`src/rtl/debouncer_pkg.sv`:
```
// Timing helpers and per-key event type shared by the key debouncer.
// Build option: define DEBOUNCER_LONG_PRESS_EN to add per-channel long-press detection.
package debouncer_pkg;

`ifdef DEBOUNCER_LONG_PRESS_EN
   localparam bit LONG_PRESS_EN = 1'b1;
`else
   localparam bit LONG_PRESS_EN = 1'b0;
`endif

   typedef struct packed {
      logic pressed;
      logic released;
      logic long_press;
   } key_evt_t;

   // Stable-sample count needed before a level change is accepted; at least one.
   function automatic int glitch_cycles(input int freq_mhz, input int time_ns);
      int g;
      g = (freq_mhz * time_ns + 999) / 1000;
      return (g < 1) ? 1 : g;
   endfunction

   function automatic int long_cycles(input int freq_mhz, input int time_us);
      return freq_mhz * time_us;
   endfunction

endpackage

```
`src/rtl/debounce_channel.sv`:
```
// One key: 2-FF synchroniser, glitch filter, press/release strobes and, when
// DEBOUNCER_LONG_PRESS_EN is defined, a saturating hold counter for the long-press strobe.
module debounce_channel
   import debouncer_pkg::*;
#(
   parameter int G              = 15,
   parameter int L              = 150,
   parameter bit KEY_ACTIVE_LOW = 1'b0
) (
   input  logic     clk_i,
   input  logic     srst_i,
   input  logic     key_i,
   output logic     key_state_o,
   output key_evt_t evt_o
);

   localparam int            CW     = $clog2(G + 1);
   localparam logic [CW-1:0] G_LAST = CW'(G - 1);

   logic [1:0]    sync_q;
   logic          key_sync;
   logic [CW-1:0] cnt_q;
   logic          state_q;
   logic          press_q;
   logic          release_q;
   logic          long_q;

   assign key_sync = sync_q[1] ^ KEY_ACTIVE_LOW;

   always_ff @(posedge clk_i) begin
      if (srst_i) begin
         sync_q    <= {2{KEY_ACTIVE_LOW}};
         cnt_q     <= '0;
         state_q   <= 1'b0;
         press_q   <= 1'b0;
         release_q <= 1'b0;
      end else begin
         sync_q    <= {sync_q[0], key_i};
         press_q   <= 1'b0;
         release_q <= 1'b0;
         if (key_sync == state_q) begin
            cnt_q <= '0;
         end else if (cnt_q == G_LAST) begin
            cnt_q     <= '0;
            state_q   <= key_sync;
            press_q   <= key_sync;
            release_q <= ~key_sync;
         end else begin
            cnt_q <= cnt_q + 1'b1;
         end
      end
   end

   if (LONG_PRESS_EN && L > 0) begin : g_long
      localparam int            LW     = $clog2(L + 1);
      localparam logic [LW-1:0] L_LAST = LW'(L - 1);
      localparam logic [LW-1:0] L_MAX  = LW'(L);
      logic [LW-1:0] hold_q;

      // Saturating at L leaves exactly one pulse per press; a release re-arms it.
      always_ff @(posedge clk_i) begin
         if (srst_i || !state_q) begin
            hold_q <= '0;
            long_q <= 1'b0;
         end else begin
            long_q <= (hold_q == L_LAST);
            if (hold_q != L_MAX) hold_q <= hold_q + 1'b1;
         end
      end
   end else begin : g_nolong
      assign long_q = 1'b0;
   end

   assign key_state_o = state_q;
   assign evt_o       = '{pressed: press_q, released: release_q, long_press: long_q};

endmodule

```
`src/rtl/multi_key_debouncer.sv`:
```
// N independent key debouncers; long-press strobes exist only with DEBOUNCER_LONG_PRESS_EN.
module multi_key_debouncer
   import debouncer_pkg::*;
#(
   parameter int CHANNELS       = 4,
   parameter int CLK_FREQ_MHZ   = 150,
   parameter int GLITCH_TIME_NS = 100,
   parameter bit KEY_ACTIVE_LOW = 1'b0,
   parameter int LONG_PRESS_US  = 500000
) (
   input  logic                clk_i,
   input  logic                srst_i,
   input  logic [CHANNELS-1:0] key_i,
   output logic [CHANNELS-1:0] key_state_o,
   output logic [CHANNELS-1:0] key_pressed_stb_o,
   output logic [CHANNELS-1:0] key_released_stb_o,
   output logic [CHANNELS-1:0] key_long_stb_o
);

   localparam int G = glitch_cycles(CLK_FREQ_MHZ, GLITCH_TIME_NS);
   localparam int L = long_cycles(CLK_FREQ_MHZ, LONG_PRESS_US);

   for (genvar c = 0; c < CHANNELS; c++) begin : g_ch
      key_evt_t evt;

      debounce_channel #(
         .G              (G),
         .L              (L),
         .KEY_ACTIVE_LOW (KEY_ACTIVE_LOW)
      ) u_ch (
         .clk_i       (clk_i),
         .srst_i      (srst_i),
         .key_i       (key_i[c]),
         .key_state_o (key_state_o[c]),
         .evt_o       (evt)
      );

      assign key_pressed_stb_o[c]  = evt.pressed;
      assign key_released_stb_o[c] = evt.released;
      assign key_long_stb_o[c]     = evt.long_press;
   end

endmodule
```
`config.mk`:
```
export PLATFORM = sky130hd
export DESIGN_NAME = multi_key_debouncer
export DESIGN_NICKNAME = d
export VERILOG_FILES = /design/src/rtl/debouncer_pkg.sv /design/src/rtl/debounce_channel.sv /design/src/rtl/multi_key_debouncer.sv
export SDC_FILE = /design/constraint.sdc
export NUM_CORES = 1
export LEC_CHECK = 0
export ABC_AREA = 1
export BUFFER_PORTS_ARGS = -buffer_cell sky130_fd_sc_hd__buf_4
export CAP_MARGIN = 20
export CORE_UTILIZATION = 60
export CTS_CLUSTER_DIAMETER = 60
export CTS_CLUSTER_SIZE = 8
export DETAILED_ROUTE_END_ITERATION = 6
export GPL_TIMING_DRIVEN = 0
export PLACE_DENSITY = 0.83
export SETUP_SLACK_MARGIN = 0.4
export SYNTH_ARGS = -nofsm -noshare
export SYNTH_HDL_FRONTEND = slang
export SYNTH_SLANG_ARGS = --single-unit
```
`constraint.sdc`:
```
create_clock -name clk_i -period 2 [get_ports clk_i]
set_clock_uncertainty 0.1 [all_clocks]
set_input_delay 0.6 -clock clk_i [delete_from_list [all_inputs] [get_ports clk_i]]
set_output_delay 0.6 -clock clk_i [all_outputs]
set_load 0.03 [all_outputs]
```
## Word level (Yosys, flattened, before mapping)

Index checks and enable logic that the tools add are counted.
W data, S select, Z words.

| storage, ports and cells | value |
|---|---|
| flip-flop bits (word level) | 36 |
| input bits | 6 |
| output and inout port bits | 16 |
| word-level logic and storage cells | 56 |

| operators by class | value |
|---|---|
| add/sub/neg operators | 4 |
| equal/unequal tests | 8 |
| bitwise gates (word level) | 12 |
| reduce and logical (&&, ||, !) cells | 12 |

Operators with widths:

| cell | number |
|---|---|
| $reduce_or A3 Y1 | 8 |
| $add A4 B1 Y4 const B | 4 |
| $eq A4 B4 Y1 const B | 4 |
| $not A1 Y1 | 12 |
| $reduce_and A2 Y1 | 4 |
| $eq A1 B1 Y1 | 4 |

## Longest topological paths before layout

| depth | value |
|---|---|
| depth in word-level cells | 3 |
| gate-level depth with buffers | 7 |
| depth with buffers taken out | 7 |

## Hierarchy

Synthesis repeated with hierarchy kept, for this count alone.

| unflattened totals | value |
|---|---|
| cells, all modules | 184 |
| area total of the unflattened synthesis | 1,466.4 µm² |

By module, submodules not included:

| module | times used | cells each | area each (µm²) | seq. area each (µm²) |
|---|---|---|---|---|
| debounce_channel | 4 | 46 | 366.6 | 180.2 |

## Worst setup path before layout

Ideal clock, no wire load.

| timing | value |
|---|---|
| path kind | flip-flop to output port |
| from | register g_ch[0].u_ch.state_q |
| to | output key_state_o[0] |
| arrival time | 522 ps |
| required time | 1,300 ps |
| slack | 778 ps |
| stages on the path, launching flop included | 2 |
| buffers on the path | 1 |
| cell sequence | dfxtp_1 buf_4 |

RTL lines:

| what | line | text |
|---|---|---|
| start: declaration | debounce_channel.sv:23 | `logic state_q;` |
| start signal: assignment | debounce_channel.sv:45 | `state_q <= key_sync;` |
| end: declaration | multi_key_debouncer.sv:14 | `output logic [CHANNELS-1:0] key_state_o,` |

No word-level cell between the ends.

## Worst setup path in the final report

| timing | value |
|---|---|
| from | register g_ch[0].u_ch.state_q |
| to | output key_state_o[0] |

No word-level cell between the ends.

==> results.py <==
metrics = {
    "place": {
        "place_ws_ns": 0.6330,
        "portBuffers": 17,
        "dpl.hpwl_microns": 1814,
        "gp_congestion": 0.7363,
    },
    "sta": {
        "fin_ws_ns": 0.3819,
        "rsz0062_at_grt": "yes",
        "setup_violations": 0,
        "slew_violations": 0,
        "max_freq_mhz": 618.0,
        "hold_violations": 0,
        "finalCriticalPeriod_ns": 1.618,
        "finalCritPeriodShare_pct": 80.90,
        "setup_tns_ns": 0,
    },
    "global_route": {
        "gr-usage-met1_pct": 22.89,
        "grtUsageTotal_pct": 21.79,
        "top_usage_layer": "met2",
        "grt-ovfl-total": 0,
        "met2_usage_pct": 37.92,
        "antenna_found_initial": 0,
        "grtUsageMet3_pct": 8.621,
        "grt_max_degree": 11,
        "grt_pass1_wl_microns": 4257,
        "grt_pass1_vias": 1048,
    },
    "clocking": {
        "cts_max_level": 2,
        "clkLatencyLatePin_ns": 0.34,
        "cts_tree": "yes",
        "cts_buffer_depth": 2,
        "path_clk_slew_ns": 0.10,
        "cts_inserted_buffers": 5,
        "cts_hold_buffers": 0,
        "clock-root-buffer": "clkbuf_4",
        "cts_sinks": 36,
    },
    "routing": {
        "vias": 1182,
        "drc": 0,
        "ant_nets": 0,
        "wirelength_microns": 2642,
        "drtIter0Drc": 15,
        "routed_via_density": 4.690,
        "first_pass_iters": 4,
        "wire_per_inst_microns": 10.48,
    },
    "pwr": {
        "pwr_density_cell_mw_per_mm2": 607.9,
        "ir_drop_uv": 590.6,
        "p_leak_nw": 0.9119,
    },
    "synth": {
        "synth_area_per_cell_sq_um": 8.408,
        "synth_area_leaders": "dfxtp_1 45%, buf_4 7.6%, inv_1 7.3%",
        "synth_cell_types": 19,
        "netlist_top_cells_count": "36 x dfxtp_1, 31 x inv_1, 26 x nand2_1",
        "synth_top_area_share_pct": 45.35,
        "syn_area_sq_mm": 0.001589,
        "yosysWarnings": 0,
        "synthFlopType": "dfxtp_1",
        "syn_inst": 189,
        "ys_seq_area_share_pct": 45.35,
        "synth_seq_cells": 36,
        "yosysMostFrequentCell": "dfxtp_1",
        "synth_edf_count": 0,
        "yosysTopAreaCell": "dfxtp_1",
        "synthArstFlopShare_pct": 0,
    },
    "critical_path": {
        "path_cells": "buf_6 > buf_6",
        "reg2reg_to": "g_ch[1].u_ch.cnt_q[2]",
        "worstPathArrival_ns": 0.92,
        "cp-end-kind": "output port",
        "cp_top_family": "flip-flops",
        "crit_required_ns": 1.30,
        "cpMostUsedCell": "buf_6",
        "worstSetupEndpoint": "key_state_o[0]",
        "crit_type": "flip-flop to output port",
        "cp_slowest_cell": "dfxtp_2",
        "cp-start-kind": "flip-flop",
        "reg2regPathDepth": 5,
        "crit_cells": 2,
        "path_buf_inv": 2,
        "r2r-start": "g_ch[1].u_ch.cnt_q[0]",
        "rrSetupSlack_ns": 0.68,
        "cp_slowest_stage_delay_ns": 0.34,
        "critPathMaxFanout": 2,
        "worstSetupStartpoint": "g_ch[0].u_ch.key_state_o",
    },
    "die": {
        "die_x_microns": 53.46,
        "die-area_sq_mm": 0.002858,
        "die_height_microns": 53.46,
        "fp-row-count": 18,
        "initial_core_util_pct": 63.56,
        "core_sq_mm": 0.002500,
        "pin_count": 22,
    },
    "outcome": {
        "status": "complete, no violations",
    },
    "cells_and_area": {
        "drive_above_1_share_pct": 35.59,
        "synthToLayoutAreaGrowth_pct": 23.46,
        "nets": 235,
        "antenna_cells": 0,
    },
    "hold_path": {
        "worstHoldPathType": "flip-flop to flip-flop",
        "hold_path.startpoint": "g_ch[2].u_ch.sync_q[0]",
        "whs_path_depth": 2,
    },
    "flow_run": {
        "maxCapViolCount": 0,
    },
}
cell usage in the layout, fill, tap and decap left out, drive strengths merged:
| master | count |
|---|---|
| buf | 40 |
| dfxtp | 36 |
| inv | 33 |
| nand2 | 33 |
| nor2 | 29 |
| nand4 | 12 |
| nand3 | 12 |
| ha | 8 |
| clkbuf | 8 |
| xnor2 | 4 |
| conb | 4 |
| a21oi | 3 |
metrics by stage:
stage               utilization, %  hold WS [ns]  power (mW)  std cells  instance area, sq um
finish                       78.48        0.3048       1.193        252                  1962
global route                 78.48        0.3204       1.235        252                  1962
detailed placement           70.62        0.2968      0.8051        239                  1765
global placement             70.62        0.2901      0.8025        239                  1765
CTS                          77.38        0.3109       1.203        251                  1934
floorplan                        -        0.2883      0.7899        192                  1600
worst min path at each step:
stage,to,slack [ns]
finish,g_ch[2].u_ch.sync_q[1],0.30
global route,g_ch[1].u_ch.key_state_o,0.32
detailed placement,g_ch[0].u_ch.sync_q[1],0.30
CTS,g_ch[0].u_ch.sync_q[1],0.31
global placement,g_ch[2].u_ch.sync_q[1],0.29
floorplan,g_ch[0].u_ch.sync_q[1],0.29
cell type report:
class	count	area, sq um
buffer	18	177.7
timing repair buffer	22	210.2
multi-input combinational	105	619.3
sequential	36	734.5
fill	167	538.0
inverter	33	123.9
tap	30	37.54
clock buffer	8	58.81
state kept, by name (all words and copies together), names as in the netlist:
register	count
g_ch.u_ch.cnt_q	16
g_ch.u_ch.sync_q	8
g_ch.u_ch.key_state_o	4
g_ch.u_ch.press_q	4
g_ch.u_ch.release_q	4
cells by family (layout without fill, tap and decap cells):
kind of cell               after synthesis  in the layout  share of synthesized area, %
adders and majority gates                8              8                         6.299
and+or+nand+nor                         86             86                         27.87
DFF                                     36             36                         45.35
AOI/OAI and AO/OA                        3              3                         1.654
other                                    1              4                        0.2360
buffers and inverters                   51             81                         16.38
xor gates and xnor gates                 4              4                         2.204
worst register-to-register path, stage by stage, from the launching register on:
cell and delay, ns:
dfxtp_1 0.45, inv_1 0.07, ha_1 0.24, nand3_1 0.12, nand3_1 0.16, nor2_1 0.13
where the power goes:
group	internal [mW]	switching, mW	total, mW	leakage [nW]
Combinational	0.0218	0.0330	0.0548	0.582
Clock	0.173	0.230	0.404	0.0326
Sequential	0.726	0.00771	0.734	0.298
per-layer routing:
metal / vias to the layer above / part of all wire [%]
li1: 627 / -
met2: 25 / 53
met3: 5 / 4.4
met4: 0 / 1.9
met5: - / 0
met1: 525 / 40
repair_timing:
action,in CTS,in global routing
setup buffers,4,1
hold endpoints to repair,0,0
cloned,0,0
resized for setup,26,8
endpoints found under the setup margin,12,12
No activity file was read; power rests on OpenSTA's default activity.
